$ cat src/rtl/br_pkg.sv
// Shared opcode constants, FSM states and slot classification for the
// fetch-group branch handler.
package br_pkg;

  localparam logic [3:0] OP_JMP = 4'hF;
  localparam logic [1:0] BR_PFX = 2'b10;

  typedef enum logic [1:0] {RUN, WAIT_JMP, FLUSH} state_e;

  typedef enum logic [1:0] {SC_OTHER, SC_BR, SC_IMJMP, SC_REGJMP} slot_class_e;

  // Jump and branch opcode spaces are disjoint, so the checks can be ordered freely.
  function automatic slot_class_e classify(input logic [3:0] op, input logic [1:0] lo);
    slot_class_e cls;
    cls = SC_OTHER;
    if (op == OP_JMP) begin
      if (lo == 2'b00) cls = SC_IMJMP;
      else             cls = SC_REGJMP;
    end else if (op[3:2] == BR_PFX && op[1:0] != 2'b00) begin
      cls = SC_BR;
    end
    return cls;
  endfunction

endpackage

$ cat src/rtl/br_slot_decode.sv
// Per-slot control-transfer decode: only the opcode nibble and the two low
// bits of the instruction matter.
module br_slot_decode
  import br_pkg::*;
(
  input  logic [3:0] op,
  input  logic [1:0] lo,
  output logic       is_br,
  output logic       is_imjmp,
  output logic       is_regjmp
);

  slot_class_e cls;

  always_comb begin
    cls       = classify(op, lo);
    is_br     = (cls == SC_BR);
    is_imjmp  = (cls == SC_IMJMP);
    is_regjmp = (cls == SC_REGJMP);
  end

endmodule

$ cat src/rtl/branch_window_ctrl.sv
// Fetch-group branch handler: truncates the group at the first control
// transfer or the in-flight branch cap, tracks unresolved branches, drives PC hold/refetch.
module branch_window_ctrl
  import br_pkg::*;
#(
  parameter int FETCH_W = 4,
  parameter int INST_W  = 16,
  parameter int PC_W    = 16,
  parameter int MAX_BR  = 2,
  parameter int CNT_W   = $clog2(MAX_BR + 1)
) (
  input  logic                        clk,
  input  logic                        rst,
  input  logic [PC_W-1:0]             pc,
  input  logic [FETCH_W*INST_W-1:0]   inst_grp,
  input  logic [FETCH_W-1:0]          pred_taken,
  input  logic                        stall_fetch,
  input  logic [CNT_W-1:0]            commit_br_cnt,
  input  logic                        mispredict,
  input  logic [CNT_W-1:0]            mispred_keep,
  input  logic                        jmp_tgt_valid,
  input  logic [PC_W-1:0]             jmp_tgt,
  output logic [FETCH_W*INST_W-1:0]   inst_out,
  output logic [FETCH_W-1:0]          slot_valid,
  output logic [FETCH_W-1:0]          tkn_brnch,
  output logic [FETCH_W-1:0]          is_im_jmp,
  output logic                        update_bpred,
  output logic                        pcsel_from_bhndlr,
  output logic [PC_W-1:0]             pc_bhndlr,
  output logic                        brch_full,
  output logic                        wait_jmp,
  output logic                        flush_mem,
  output logic [CNT_W-1:0]            br_cnt
);

  state_e           state_q, state_d;
  logic [CNT_W-1:0] br_cnt_q, br_cnt_d;
  logic             flush_q, flush_d;

  logic [FETCH_W-1:0] dec_br, dec_imjmp, dec_regjmp;

  logic alive;
  logic xfer;
  logic regjmp_hit;
  int   n_adm;
  int   cnt_i;

  for (genvar gi = 0; gi < FETCH_W; gi++) begin : g_slot
    br_slot_decode u_dec (
      .op        (inst_grp[gi*INST_W + INST_W - 4 +: 4]),
      .lo        (inst_grp[gi*INST_W +: 2]),
      .is_br     (dec_br[gi]),
      .is_imjmp  (dec_imjmp[gi]),
      .is_regjmp (dec_regjmp[gi])
    );
    assign inst_out[gi*INST_W +: INST_W] =
      slot_valid[gi] ? inst_grp[gi*INST_W +: INST_W] : '0;
  end

  assign brch_full = (int'(br_cnt_q) == MAX_BR);
  assign wait_jmp  = (state_q == WAIT_JMP);
  assign flush_mem = flush_q;
  assign br_cnt    = br_cnt_q;

  always_comb begin
    state_d           = state_q;
    slot_valid        = '0;
    tkn_brnch         = '0;
    is_im_jmp         = '0;
    pcsel_from_bhndlr = 1'b0;
    pc_bhndlr         = pc;
    alive             = 1'b0;
    xfer              = 1'b0;
    regjmp_hit        = 1'b0;
    n_adm             = 0;

    case (state_q)
      RUN: begin
        if (stall_fetch || brch_full) begin
          pcsel_from_bhndlr = 1'b1;
        end else begin
          alive = 1'b1;
          // Oldest-first scan; once a slot is refused every younger slot goes too.
          for (int i = 0; i < FETCH_W; i++) begin
            if (alive) begin
              if (dec_br[i] && (int'(br_cnt_q) + n_adm >= MAX_BR)) begin
                alive             = 1'b0;
                pcsel_from_bhndlr = 1'b1;
                pc_bhndlr         = pc + PC_W'(i);
              end else begin
                slot_valid[i] = 1'b1;
                if (dec_br[i]) begin
                  n_adm = n_adm + 1;
                  if (pred_taken[i]) begin
                    tkn_brnch[i] = 1'b1;
                    alive        = 1'b0;
                    xfer         = 1'b1;
                  end
                end
                if (dec_imjmp[i]) begin
                  is_im_jmp[i] = 1'b1;
                  alive        = 1'b0;
                  xfer         = 1'b1;
                end
                if (dec_regjmp[i]) begin
                  alive      = 1'b0;
                  xfer       = 1'b1;
                  regjmp_hit = 1'b1;
                end
              end
            end
          end
        end
        if (regjmp_hit) state_d = WAIT_JMP;
      end
      WAIT_JMP: begin
        pcsel_from_bhndlr = 1'b1;
        if (jmp_tgt_valid) begin
          pc_bhndlr = jmp_tgt;
          state_d   = RUN;
        end
      end
      FLUSH: begin
        state_d = RUN;
      end
      default: state_d = RUN;
    endcase

    if (mispredict) state_d = FLUSH;

    update_bpred = (n_adm != 0);

    if (mispredict) begin
      cnt_i = (int'(mispred_keep) > MAX_BR) ? MAX_BR : int'(mispred_keep);
    end else begin
      cnt_i = int'(br_cnt_q) - int'(commit_br_cnt);
      if (cnt_i < 0) cnt_i = 0;
      cnt_i = cnt_i + n_adm;
      if (cnt_i > MAX_BR) cnt_i = MAX_BR;
    end
    br_cnt_d = CNT_W'(cnt_i);

    flush_d = mispredict | xfer;
  end

  always_ff @(posedge clk) begin
    if (rst) begin
      state_q  <= RUN;
      br_cnt_q <= '0;
      flush_q  <= 1'b0;
    end else begin
      state_q  <= state_d;
      br_cnt_q <= br_cnt_d;
      flush_q  <= flush_d;
    end
  end

endmodule

$ cat config.mk
export PLATFORM = sky130hd
export DESIGN_NAME = branch_window_ctrl
export DESIGN_NICKNAME = d
export VERILOG_FILES = /design/src/rtl/br_pkg.sv /design/src/rtl/br_slot_decode.sv /design/src/rtl/branch_window_ctrl.sv
export SDC_FILE = /design/constraint.sdc
export NUM_CORES = 1
export LEC_CHECK = 0
export BUFFER_PORTS_ARGS = -buffer_cell sky130_fd_sc_hd__buf_2
export CAP_MARGIN = 20
export CORE_MARGIN = 2
export CORE_UTILIZATION = 42
export DETAILED_ROUTE_END_ITERATION = 10
export MAX_ROUTING_LAYER = met4
export PLACE_DENSITY = 0.83
export REMOVE_ABC_BUFFERS = 1
export SETUP_SLACK_MARGIN = 0.1
export SLEW_MARGIN = 20
export SYNTH_ARGS = -nofsm -noshare
export SYNTH_HDL_FRONTEND = slang
export SYNTH_SLANG_ARGS = --single-unit
$ cat constraint.sdc
create_clock -name clk -period 13.8 [get_ports clk]
set_clock_uncertainty 0.15 [all_clocks]
set_input_delay 1.38 -clock clk [delete_from_list [all_inputs] [get_ports clk]]
set_output_delay 1.38 -clock clk [all_outputs]
set_load 0.02 [all_outputs]
# Word level (Yosys, flattened, before mapping)
# Index checks and enable logic that the tools add are counted.
[totals]
out_inout_bits = 99
ff_bits = 5
[classes]
n_bitwise = 1
eq_ne = 26
reduce_logical = 22
n_mux = 160
add_sub_neg = 11
order_cmp = 7
[op_table]
columns = ["op", "count"]
rows = [
  ["32-bit two-way mux", 19],
  ["16-bit two-way mux", 12],
  ["1-bit two-way mux", 110],
  ["3-bit by 32-bit adder with 32-bit output", 3],
  ["32-bit by 2-bit adder with 32-bit output, second input constant", 3],
  ["32-bit by 3-bit >= comparator with 1-bit output, second input constant", 3],
  ["16-bit by 2-bit adder with 16-bit output, second input constant", 2],
  ["32-bit adder", 1],
  ["32-bit by 3-bit > comparator with 1-bit output, second input constant", 1],
  ["16-bit case mux with 2 select lines", 1],
  ["32-bit nonzero test", 1],
  ["2-bit equality test, second input constant", 13],
  ["4-bit two-way mux", 6],
  ["2-bit two-way mux", 10],
  ["16-bit by 1-bit adder with 16-bit output, second input constant", 1],
  ["4-bit equality test, second input constant", 4],
  ["2-bit by 1-bit equality test with 1-bit output, second input constant", 5],
  ["2-bit logical NOT", 5],
  ["1-bit logical AND", 8],
  ["2-bit nonzero test", 4],
  ["2-bit case mux with 2 select lines", 1],
  ["2-bit AND reduction", 2],
  ["3-bit by 1-bit less-than comparator with 1-bit output, second input constant", 1],
  ["3-bit by 2-bit inequality test with 1-bit output, second input constant", 1],
  ["10 further kinds", 10],
]

# Depth between registers and ports, before layout
# Gate-level depths: netlist (run 1).
[depth]
ltp_word = 34
depth_mapped = 25
ltp_nobuf = 25

# Cells and area by module
# A second synthesis (run 1) with hierarchy kept.
[hier_totals]
hier_cells = 406
hier_area_um2 = 2567.5
[by_module_without_submodules]
columns = ["module", "instances", "cells_per_inst", "area_each_um2", "seq_area_each_um2"]
rows = [
  ["branch_window_ctrl", 1, 382, 2427.3, 100.1],
  ["br_slot_decode", 4, 6, 35.0, 0.0],
]

# Worst setup path before layout (run 1)
# Ideal clock, no wire load.
[synth_path]
path_type = "input-to-output"
start = "input port inst_grp[14]"
end = "output port pc_bhndlr[10]"
arrival_time_ps = 6593
required_ps = 12270
cell_stages = 19
path_slack_ps = 5677
path_cell_list = "o21ba_2 > a31oi_1 > o21ai_1 > mux2i_1 > nor2_1 > fa_1 > nor2_1 > or3_4 > nand3_1 > xor2_1 > ha_1 > fa_1 > a2111oi_0 > a41o_1 > or4_1 > buf_2 > o21ai_4 > and2_1 > a311oi_1"
[synth_via]
elab_chain_cells = 30
elab_cells_between_ends = 56
cone_classes = "add/sub (5); order compare (3); eq/ne (5); mux (38); reduce/logical (5)"
[synth_rtl]
columns = ["item", "line_no", "rtl"]
rows = [
  ["from (decl)", "branch_window_ctrl.sv:15", "input logic [FETCH_W*INST_W-1:0] inst_grp,"],
  ["2-bit equality test", "br_pkg.sv:19", "end else if (op[3:2] == BR_PFX && op[1:0] != 2'b00) begin"],
  ["1-bit logical AND", "br_pkg.sv:19", ""],
  ["1-bit two-way mux", "br_pkg.sv:19", ""],
  ["2-bit two-way mux *", "br_pkg.sv:16", "if (op == OP_JMP) begin"],
  ["2-bit by 1-bit equality test with 1-bit output", "br_slot_decode.sv:17", "is_br = (cls == SC_BR);"],
  ["1-bit two-way mux or 1-bit logical AND (tied branches)", "branch_window_ctrl.sv:92, branch_window_ctrl.sv:86", ""],
  ["1-bit two-way mux", "branch_window_ctrl.sv:86", "if (dec_br[i] && (int'(br_cnt_q) + n_adm >= MAX_BR)) begin"],
  ["32-bit two-way mux", "branch_window_ctrl.sv:79", "if (stall_fetch || brch_full) begin"],
  ["[... 14 more ...]", "n/a", ""],
  ["32-bit two-way mux", "branch_window_ctrl.sv:77", "case (state_q)"],
  ["3-bit by 32-bit adder with 32-bit output", "branch_window_ctrl.sv:86", ""],
  ["32-bit by 3-bit >= comparator with 1-bit output", "branch_window_ctrl.sv:86", ""],
  ["1-bit logical AND", "branch_window_ctrl.sv:86", ""],
  ["16-bit two-way mux", "branch_window_ctrl.sv:86", ""],
  ["16-bit two-way mux *", "branch_window_ctrl.sv:85", "if (alive) begin"],
  ["16-bit two-way mux *", "branch_window_ctrl.sv:79", ""],
  ["16-bit case mux with 2 select lines *", "branch_window_ctrl.sv:77", ""],
  ["to (decl)", "branch_window_ctrl.sv:29", "output logic [PC_W-1:0] pc_bhndlr,"],
]
# Every way passes the cells marked *; elsewhere a longest branch is shown, timed or not. The select of a mux whose other input is x is not followed.

# Worst setup path in the final report (run 1)
[layout_path]
start = "input port inst_grp[14]"
end = "output port pc_bhndlr[12]"
# Same word-level chain as after synthesis.

==> impl_summary.txt, run 1 <==
----------------------------------------------------
[Run status]
  Run status ... finished clean

[Yosys]
  Cell Area, Synth ... between 2000 and 3000 sq um
  Top cell types by occurrence after synthesis ... 61 x sky130_fd_sc_hd__and2_1, 34 x sky130_fd_sc_hd__nor2_1, 29 x sky130_fd_sc_hd__nand2_1
  Synth Warn # ... 0
  Mean post-synth cell area ... a little under 7 sq um
  Leading cell types by total area after synthesis ... sky130_fd_sc_hd__and2_1 15%, sky130_fd_sc_hd__ha_1 5.9%, sky130_fd_sc_hd__nor2_1 5.0%, sky130_fd_sc_hd__nand2_1 4.3%, sky130_fd_sc_hd__dfxtp_1 3.9%
  Main combinational cell family by area after synthesis ... simple AND/OR/NAND/NOR gates
  Most common flop cell mapped by yosys ... sky130_fd_sc_hd__dfxtp_1
  Proportion of register bits with asynchronous set or reset after synthesis ... 0%
  Count of distinct cell types in the synthesized netlist ... 74
  Synthesized instance count ... around 370
  Top-count cell post-synth ... sky130_fd_sc_hd__and2_1
  Flop and latch count out of synthesis ... 5
  Post-synthesis share of cell area spent on xor and xnor gates ... around 1.0%
  Portion of the post-synthesis area used by sequential elements ... ~4%
  Proportion of synthesized area in mux cells ... between 3 and 4%
  Synthesized-area fraction occupied by ao, oa, aoi and oai cells ... between 20% and 30%
  Share of the synthesized area in the top cell type ... roughly 15%
  Number of flops mapped to enable cells by yosys ... 0
  Simple-gate share of the synthesized area ... a little under half
  Synthesized-area fraction occupied by adder cells ... between 9 and 10%
  Cell accounting for the most synthesized area ... sky130_fd_sc_hd__and2_1

[Die]
  Placement row count ... 28
  Die Ht ... roughly 80 microns
  Die Footprint ... ~6700 sq um
  Initial core utilization ... between 40 and 50%
  Total I/O pin count ... about 210
  Core Area ... 5890 sq um
  Horizontal die dimension ... between 80 and 90 microns

[Cells and area]
  Synth-to-layout area growth ... 43.1%
  Layout cell share with drive strength beyond 1 ... 41.9%
  Post-layout net count ... around 700
  Count of filler cells inserted in the layout ... slightly below 600
  Final design area excluding fillers ... around 3600 sq um
  Share of the core filled with cells in the final layout ... about three fifths
  Diode insertion count for antenna repair ... 0

[Drt]
  First-pass detailed-route iteration total ... 5
  Drt initial violations ... 163
  Average wire per standard cell ... about 15 microns
  Post-route antenna net violation count ... 0
  Post-Route WL ... approximately 9600 microns
  Vias/cell ... about 5.7
  Via count ... about 3700
  Count of unresolved DRC violations after routing ... 0

[Worst setup path]
  Reg2reg setup slack ... 6.60 ns
  Element type at the critical path start ... input pin
  Worst reg-to-reg path cell count ... 20
  Required time at the worst-slack endpoint ... between 10 and 15 ns
  Max Fanout on Critical Path ... 9
  Capturing element type of the critical path ... output port
  Data arrival time of the worst path ... between 7 and 8 ns
  Setup CP Type ... input pin to output port

[Clock network]
  Count of hold-fix buffers inserted at cts ... 0
  TritonCTS clock tree ... done
  Number of clock sinks ... 5
  Max clock buf depth ... 2
  Maximum level of the CTS H-tree ... 1
  Number of buffers created by CTS ... 3
  Clk root buf ... sky130_fd_sc_hd__clkbuf_8
  Post-CTS Setup Bufs ... 0
  CTS-repair resized insts ... 0
  Worst-Skew Late Latency ... between 0.2 and 0.25 ns
  Clock-pin transition on the worst setup and hold timing paths ... approximately 0.040 ns

[Placement]
  Last weighted congestion value of the routability-driven placer ... roughly 1.0
  Quantity of I/O buffers inserted on ports ... slightly above 200
  Placed wire-length estimate ... 7960 microns
  Area after DPL ... approximately 3600 sq um

[Job]
  Maxcap violations ... 0

[Pwr]
  Total power per unit cell area ... 48.4 nW/um^2
  Peak supply drop ... between 30 and 40 uV
  Reported leakage power ... around 2.0 nW
  Final Total Pwr ... ~0.18 mW

[GRT]
  Number of global-route vias before repair ... between 3000 and 4000
  Global-route total usage across every layer ... a little over a quarter
  Congestion Overflow GR ... 0
  Antenna violations before repair ... 0
  Largest net degree at the start of global routing ... 29
  Wire length of the first global-routing pass ... roughly 14000 microns

[STA]
  Worst relative slew slack ... a little over a third
  Unrepaired setup endpoints after global routing ... no
  Setup violations, final ... 0
  TNS Setup ... 0 ns
  Pin slew with the least headroom to its limit ... ~0.96 ns
  Max-slew violation count ... 0
  Final hold violations ... 0
  Maximum frequency from static timing analysis ... about 120 MHz
  Final critical path time including I/O delays and setup ... roughly 8.6 ns
  Final worst path period share ... 62.6%

[Hold path]
  Worst hold path type ... flip-flop to flip-flop
  Number of cells on the worst hold path ... 6

----------------------------------------------------
routing by layer:
| layer | global-route usage, % | vias to the layer above | wire length [microns] |
|---|---|---|---|
| li1 | - | 1782 | - |
| met1 | 31.3 | 1674 | 3920 |
| met2 | 50.2 | 187 | 4780 |
| met3 | 1.87 | 11 | 763 |
| met4 | 4.50 | 0 | 122 |
| met5 | - | - | 0 |
metrics by stage:
stage | hold WS [ns] | std cells | worst slack (ns)
after floorplan | 0.754 | 358 | 5.69
after detailed placement | 0.986 | 642 | 5.09
after global routing | 1.05 | 646 | 4.74
final | 1.01 | 646 | 5.16
after CTS | 0.994 | 646 | 5.03
after global placement | 0.986 | 642 | 5.23
logic make-up after synthesis:
logic type                 count (synthesis)
and+or+nand+nor                          205
AOI/OAI and AO/OA                         98
buffers and inverters                     38
adders and majority gates                 16
muxes                                      8
DFF                                        5
xor gates and xnor gates                   3
power breakdown:
| group | switching [mW] | internal (mW) | leakage, nW |
|---|---|---|---|
| clock network | 0.00665 | 0.0198 | 0.0228 |
| logic | 0.0793 | 0.0517 | 1.89 |
| registers | 0.00296 | 0.0155 | 0.0413 |
critical path, stage by stage:
cell                        delay (ns)
sky130_fd_sc_hd__buf_2            0.11
sky130_fd_sc_hd__o21ba_2          0.29
sky130_fd_sc_hd__a31oi_1          0.15
sky130_fd_sc_hd__o21ai_1          0.39
sky130_fd_sc_hd__mux2i_1          0.44
sky130_fd_sc_hd__nor2_1           0.11
sky130_fd_sc_hd__fa_1             0.50
sky130_fd_sc_hd__nor2_1           0.07
sky130_fd_sc_hd__or3_4            0.36
sky130_fd_sc_hd__nand3_1          0.20
sky130_fd_sc_hd__xor2_1           0.35
sky130_fd_sc_hd__ha_1             0.26
sky130_fd_sc_hd__fa_1             0.44
sky130_fd_sc_hd__a2111oi_1        0.69
sky130_fd_sc_hd__a41o_1           0.30
sky130_fd_sc_hd__or4_1            0.26
sky130_fd_sc_hd__o21ai_4          0.13
sky130_fd_sc_hd__and4_1           0.21
sky130_fd_sc_hd__or3_1            0.31
sky130_fd_sc_hd__buf_2            0.17
cell usage in the layout, fill, tap and decap left out, types with 5 or more instances in the layout:
cell type	n
sky130_fd_sc_hd__buf_2	207
sky130_fd_sc_hd__and2_1	61
sky130_fd_sc_hd__nor2_1	34
sky130_fd_sc_hd__nand2_1	29
sky130_fd_sc_hd__inv_1	23
sky130_fd_sc_hd__o21ai_0	16
sky130_fd_sc_hd__and3_1	15
sky130_fd_sc_hd__nor3_1	13
sky130_fd_sc_hd__a21oi_1	12
sky130_fd_sc_hd__ha_1	12
sky130_fd_sc_hd__a31oi_1	9
sky130_fd_sc_hd__a211oi_1	8
sky130_fd_sc_hd__or3_1	7
sky130_fd_sc_hd__nand4_1	7
sky130_fd_sc_hd__nand3_1	6
sky130_fd_sc_hd__nor2b_1	5
sky130_fd_sc_hd__o211ai_1	5
sky130_fd_sc_hd__o22ai_1	5
sky130_fd_sc_hd__a311oi_1	5
sky130_fd_sc_hd__dfxtp_1	5
registers in the layout, indices dropped and copies added, names as in the netlist:
signal	flops
br_cnt	2
state_q	2
flush_mem	1
cell type report:
cell class,count,area (sq um),area share [%]
Multi-Input combinational cell,330,2250,62.1
Timing Repair Buffer,209,1050,28.9
Sequential cell,5,100,2.76
Tap cell,75,93.8,2.58
Inverter,23,86.3,2.38
Clock buffer,4,45.0,1.24
path summary, 6_finish.rpt:
kind / start / to
max: inst_grp[14] / pc_bhndlr[12]
min: br_cnt[0] / br_cnt[0]
max reg2reg: br_cnt[1] / br_cnt[0]
min reg2reg: br_cnt[0] / br_cnt[0]
Power figures use the tool's default switching activity.
==> inputs of run 2 (changes only) <==
--- a/config.mk
+++ b/config.mk
@@ -5,13 +5,14 @@
 export SDC_FILE = /design/constraint.sdc
 export NUM_CORES = 1
 export LEC_CHECK = 0
+export ABC_AREA = 1
 export BUFFER_PORTS_ARGS = -buffer_cell sky130_fd_sc_hd__buf_2
 export CAP_MARGIN = 20
 export CORE_MARGIN = 2
-export CORE_UTILIZATION = 42
+export CORE_UTILIZATION = 38
 export DETAILED_ROUTE_END_ITERATION = 10
 export MAX_ROUTING_LAYER = met4
-export PLACE_DENSITY = 0.83
+export PLACE_DENSITY = 0.77
 export REMOVE_ABC_BUFFERS = 1
 export SETUP_SLACK_MARGIN = 0.1
 export SLEW_MARGIN = 20
==> constraint.sdc (replaced) <==
create_clock -name clk -period 7.8 [get_ports clk]
set_clock_uncertainty 0.15 [all_clocks]
set_input_delay 0.78 -clock clk [delete_from_list [all_inputs] [get_ports clk]]
set_output_delay 0.78 -clock clk [all_outputs]
set_load 0.02 [all_outputs]
==> impl_summary.txt, run 2 <==
----------------------------------------------------
[Yosys]
  Most common flop cell mapped by yosys ... sky130_fd_sc_hd__dfxtp_1 (unchanged)
  Count of distinct cell types in the synthesized netlist ... 36 (was 74)
  Leading cell types by total area after synthesis ... sky130_fd_sc_hd__inv_1 18%, sky130_fd_sc_hd__nor2_1 14%, sky130_fd_sc_hd__nand2_1 12%, sky130_fd_sc_hd__nand3_1 5.6%, sky130_fd_sc_hd__ha_1 5.4% (was sky130_fd_sc_hd__and2_1 15%, sky130_fd_sc_hd__ha_1 5.9%, sky130_fd_sc_hd__nor2_1 5.0%, sky130_fd_sc_hd__nand2_1 4.3%, sky130_fd_sc_hd__dfxtp_1 3.9%)
  Flop and latch count out of synthesis ... 5 (unchanged)
  Cell accounting for the most synthesized area ... sky130_fd_sc_hd__inv_1 (was sky130_fd_sc_hd__and2_1)
  Top cell types by occurrence after synthesis ... 130 x sky130_fd_sc_hd__inv_1, 101 x sky130_fd_sc_hd__nor2_1, 87 x sky130_fd_sc_hd__nand2_1 (was 61 x sky130_fd_sc_hd__and2_1, 34 x sky130_fd_sc_hd__nor2_1, 29 x sky130_fd_sc_hd__nand2_1)
  Proportion of register bits with asynchronous set or reset after synthesis ... 0% (unchanged)
  Mean post-synth cell area ... 5.12 sq um (was 6.80 sq um)
  Number of flops mapped to enable cells by yosys ... 0 (unchanged)
  Share of the synthesized area in the top cell type ... 17.7% (was 15.0%)
  Portion of the post-synthesis area used by sequential elements ... 3.62% (was 3.94%)
  Top-count cell post-synth ... sky130_fd_sc_hd__inv_1 (was sky130_fd_sc_hd__and2_1)
  Synth Warn # ... 0 (unchanged)
  Cell Area, Synth ... 2760 sq um (was 2540 sq um)
  Synthesized instance count ... 540 (was 373)

[Worst setup path]
  Cell with the biggest individual delay on the critical path ... sky130_fd_sc_hd__fa_1 (was sky130_fd_sc_hd__a2111oi_1)
  Setup CP Type ... input pin to output port (unchanged)
  Max Fanout on Critical Path ... 18 (was 9)
  Required time at the worst-slack endpoint ... 6.87 ns (was 12.27 ns)
  Data arrival time of the worst path ... 5.35 ns (was 7.11 ns)
  Gate family responsible for the most delay along the worst path ... simple AND/OR/NAND/NOR gates (was compound AO/OA/AOI/OAI gates)
  Critical path's most frequent cell ... sky130_fd_sc_hd__inv_1
  Element type at the critical path start ... input pin (unchanged)
  Capturing element type of the critical path ... output port (unchanged)
  Worst Path Buf+Inv ... 9 (was 2)
  CP peak stage delay ... 0.48 ns (was 0.69 ns)

[Placement]
  Quantity of I/O buffers inserted on ports ... 207 (unchanged)
  Last weighted congestion value of the routability-driven placer ... 0.959 (was 0.999)
  Area after DPL ... 3880 sq um (was 3580 sq um)
  Placed wire-length estimate ... 8930 microns (was 7960 microns)

[Cells and area]
  Synth-to-layout area growth ... 42.1% (was 43.1%)
  Highest-count cells in the layout ignoring fill and taps ... 207 x sky130_fd_sc_hd__buf_2, 130 x sky130_fd_sc_hd__inv_1, 101 x sky130_fd_sc_hd__nor2_1 (was 207 x sky130_fd_sc_hd__buf_2, 61 x sky130_fd_sc_hd__and2_1, 34 x sky130_fd_sc_hd__nor2_1)
  Most common cell after layout, fill and taps aside ... sky130_fd_sc_hd__buf_2 (unchanged)
  Layout cell share with drive strength beyond 1 ... 34.1% (was 41.9%)
  Post-layout net count ... 868 (was 697)
  Diode insertion count for antenna repair ... 0 (unchanged)
  Final design area excluding fillers ... 3930 sq um (was 3630 sq um)

[GRT]
  Congestion Overflow GR ... 0 (unchanged)
  Number of global-route vias before repair ... 3376 (was 3096)
  Antenna violations before repair ... 0 (unchanged)
  Global-route total usage across every layer ... 25.5% (was 26.7%)
  Largest net degree at the start of global routing ... 19 (was 29)
  Wire length of the first global-routing pass ... 16000 microns (was 14100 microns)

[Drt]
  Count of unresolved DRC violations after routing ... 0 (unchanged)
  Drt initial violations ... 312 (was 163)
  Post-route antenna net violation count ... 0 (unchanged)
  Via count ... 4030 (was 3654)
  Post-Route WL ... 10600 microns (was 9580 microns)
  Average wire per standard cell ... 12.6 microns (was 14.8 microns)
  Vias/cell ... 4.79 (was 5.66)
  First-pass detailed-route iteration total ... 5 (unchanged)

[Job]
  Maxcap violations ... 0 (unchanged)

[Pwr]
  Peak supply drop ... 96.3 uV (was 30.4 uV)
  Reported leakage power ... 2.58 nW (was 1.96 nW)
  Total power per unit cell area ... 92.2 nW/um^2 (was 48.4 nW/um^2)

[STA]
  Final critical path time including I/O delays and setup ... about 6.3 ns
  Unrepaired setup endpoints after global routing ... no (unchanged)
  Setup violations, final ... 0 (unchanged)
  Final worst path period share ... 80.6%
  Pin slew with the least headroom to its limit ... 0.831 ns (was 0.965 ns)
  Final hold slack ... 0.578 ns (was 1.01 ns)
  TNS Setup ... 0 ns (unchanged)
  Maximum frequency from static timing analysis ... 159 MHz
  Worst relative slew slack ... 44.4% (was 35.6%)
  Final hold violations ... 0 (unchanged)
  Max-slew violation count ... 0 (unchanged)

[Die]
  Core Area ... 7140 sq um (was 5890 sq um)
  Horizontal die dimension ... 89.3 microns (was 81.7 microns)
  Total I/O pin count ... 208 (unchanged)
  Placement row count ... 31 (was 28)
  Die Ht ... 89.3 microns (was 81.7 microns)
  Die Footprint ... 7970 sq um (was 6680 sq um)
  Initial core utilization ... 38.7% (was 43.1%)

[Run status]
  Run status ... finished clean (unchanged)

[Clock network]
  Count of hold-fix buffers inserted at cts ... 0 (unchanged)
  Clock-pin transition on the worst setup and hold timing paths ... 0.04 ns (about the same)
  Post-CTS Setup Bufs ... 0 (unchanged)
  Number of clock sinks ... 5 (unchanged)
  CTS-repair resized insts ... 0 (unchanged)
  Max clock buf depth ... 2 (unchanged)
  Maximum level of the CTS H-tree ... 1 (unchanged)
  TritonCTS clock tree ... done (unchanged)
  Clk root buf ... sky130_fd_sc_hd__clkbuf_8 (unchanged)
  Worst-Skew Late Latency ... 0.22 ns (about the same)
  Number of buffers created by CTS ... 3 (unchanged)

[Hold path]
  Worst hold path type ... flip-flop to flip-flop (unchanged)

----------------------------------------------------
run 2: changes by cell type after synthesis, sizes merged, moves of 8 or more:
cell and change:
a211oi -8, and2 -63, inv +119, nand3 +28, and3 -18, nand2 +67, a21oi +17, xor2 +8
nor2 +82, a31oi -9, or3 -8, o21ai +16
run 2: cells by family after synthesis:
| family | count (synthesis) | synth area share (%) |
|---|---|---|
| xor gates and xnor gates | 9 | 2.85 |
| AOI/OAI and AO/OA | 87 | 18.5 |
| and+or+nand+nor | 271 | 45.7 |
| DFF | 5 | 3.62 |
| adders and majority gates | 16 | 8.33 |
| buffers and inverters | 152 | 21.0 |
run 2: final timing paths:
kind                                    from            end  slack [ns]  cells after the start
worst min-delay path              state_q[0]     state_q[0]        0.58                      3
worst min register to register    state_q[0]     state_q[0]        0.58                      3
worst max-delay path            inst_grp[31]  pc_bhndlr[15]        1.52                     34
worst max register to register     br_cnt[1]      br_cnt[1]        1.81                     36
run 2: where the power goes:
part | internal [mW] | switching [mW] | leakage, nW | total (mW)
clock | 0.0352 | 0.0135 | 0.0228 | 0.0486
combinational | 0.0934 | 0.188 | 2.51 | 0.281
sequential | 0.0277 | 0.00459 | 0.0413 | 0.0323
total | 0.156 | 0.206 | 2.58 | 0.362
run 2: per-layer routing:
| layer | share of wire (%) | track usage (%) |
|---|---|---|
| met1 | 47 | 36.8 |
| met2 | 46 | 39.4 |
| met3 | 7.0 | 1.94 |
| met4 | 0.72 | 4.48 |
| met5 | 0 | - |
run 2: layout make-up:
class                   count  area, sq um
repair buffers            207         1040
well taps                  99          124
fillers                   819         3210
multi-input cells         383         2080
flip-flops and latches      5          100
inverters                 143          537
clock buffers               4         45.0
run 2: stage by stage:
step / setup slack [ns] / std cells / total power, mW / util [%]
global placement: 1.77 / 837 / 0.307 / 54.4
finish: 1.52 / 841 / 0.362 / 55.0
detailed placement: 1.49 / 837 / 0.312 / 54.4
global route: 1.13 / 841 / 0.396 / 55.0
floorplan: 2.21 / 531 / 0.210 / -
CTS: 1.54 / 841 / 0.364 / 55.0
run 2: worst reg2reg max path: cells and delay by family, from the launching register on:
| family | cells | cell delay (ns) |
|---|---|---|
| adder cells (fa/ha/maj) | 5 | 1.78 |
| AND/OR/NAND/NOR | 17 | 1.74 |
| AO/OA/AOI/OAI | 5 | 0.84 |
| buffers and inverters | 8 | 0.62 |
| flip-flops | 1 | 0.62 |
| XOR/XNOR | 1 | 0.13 |
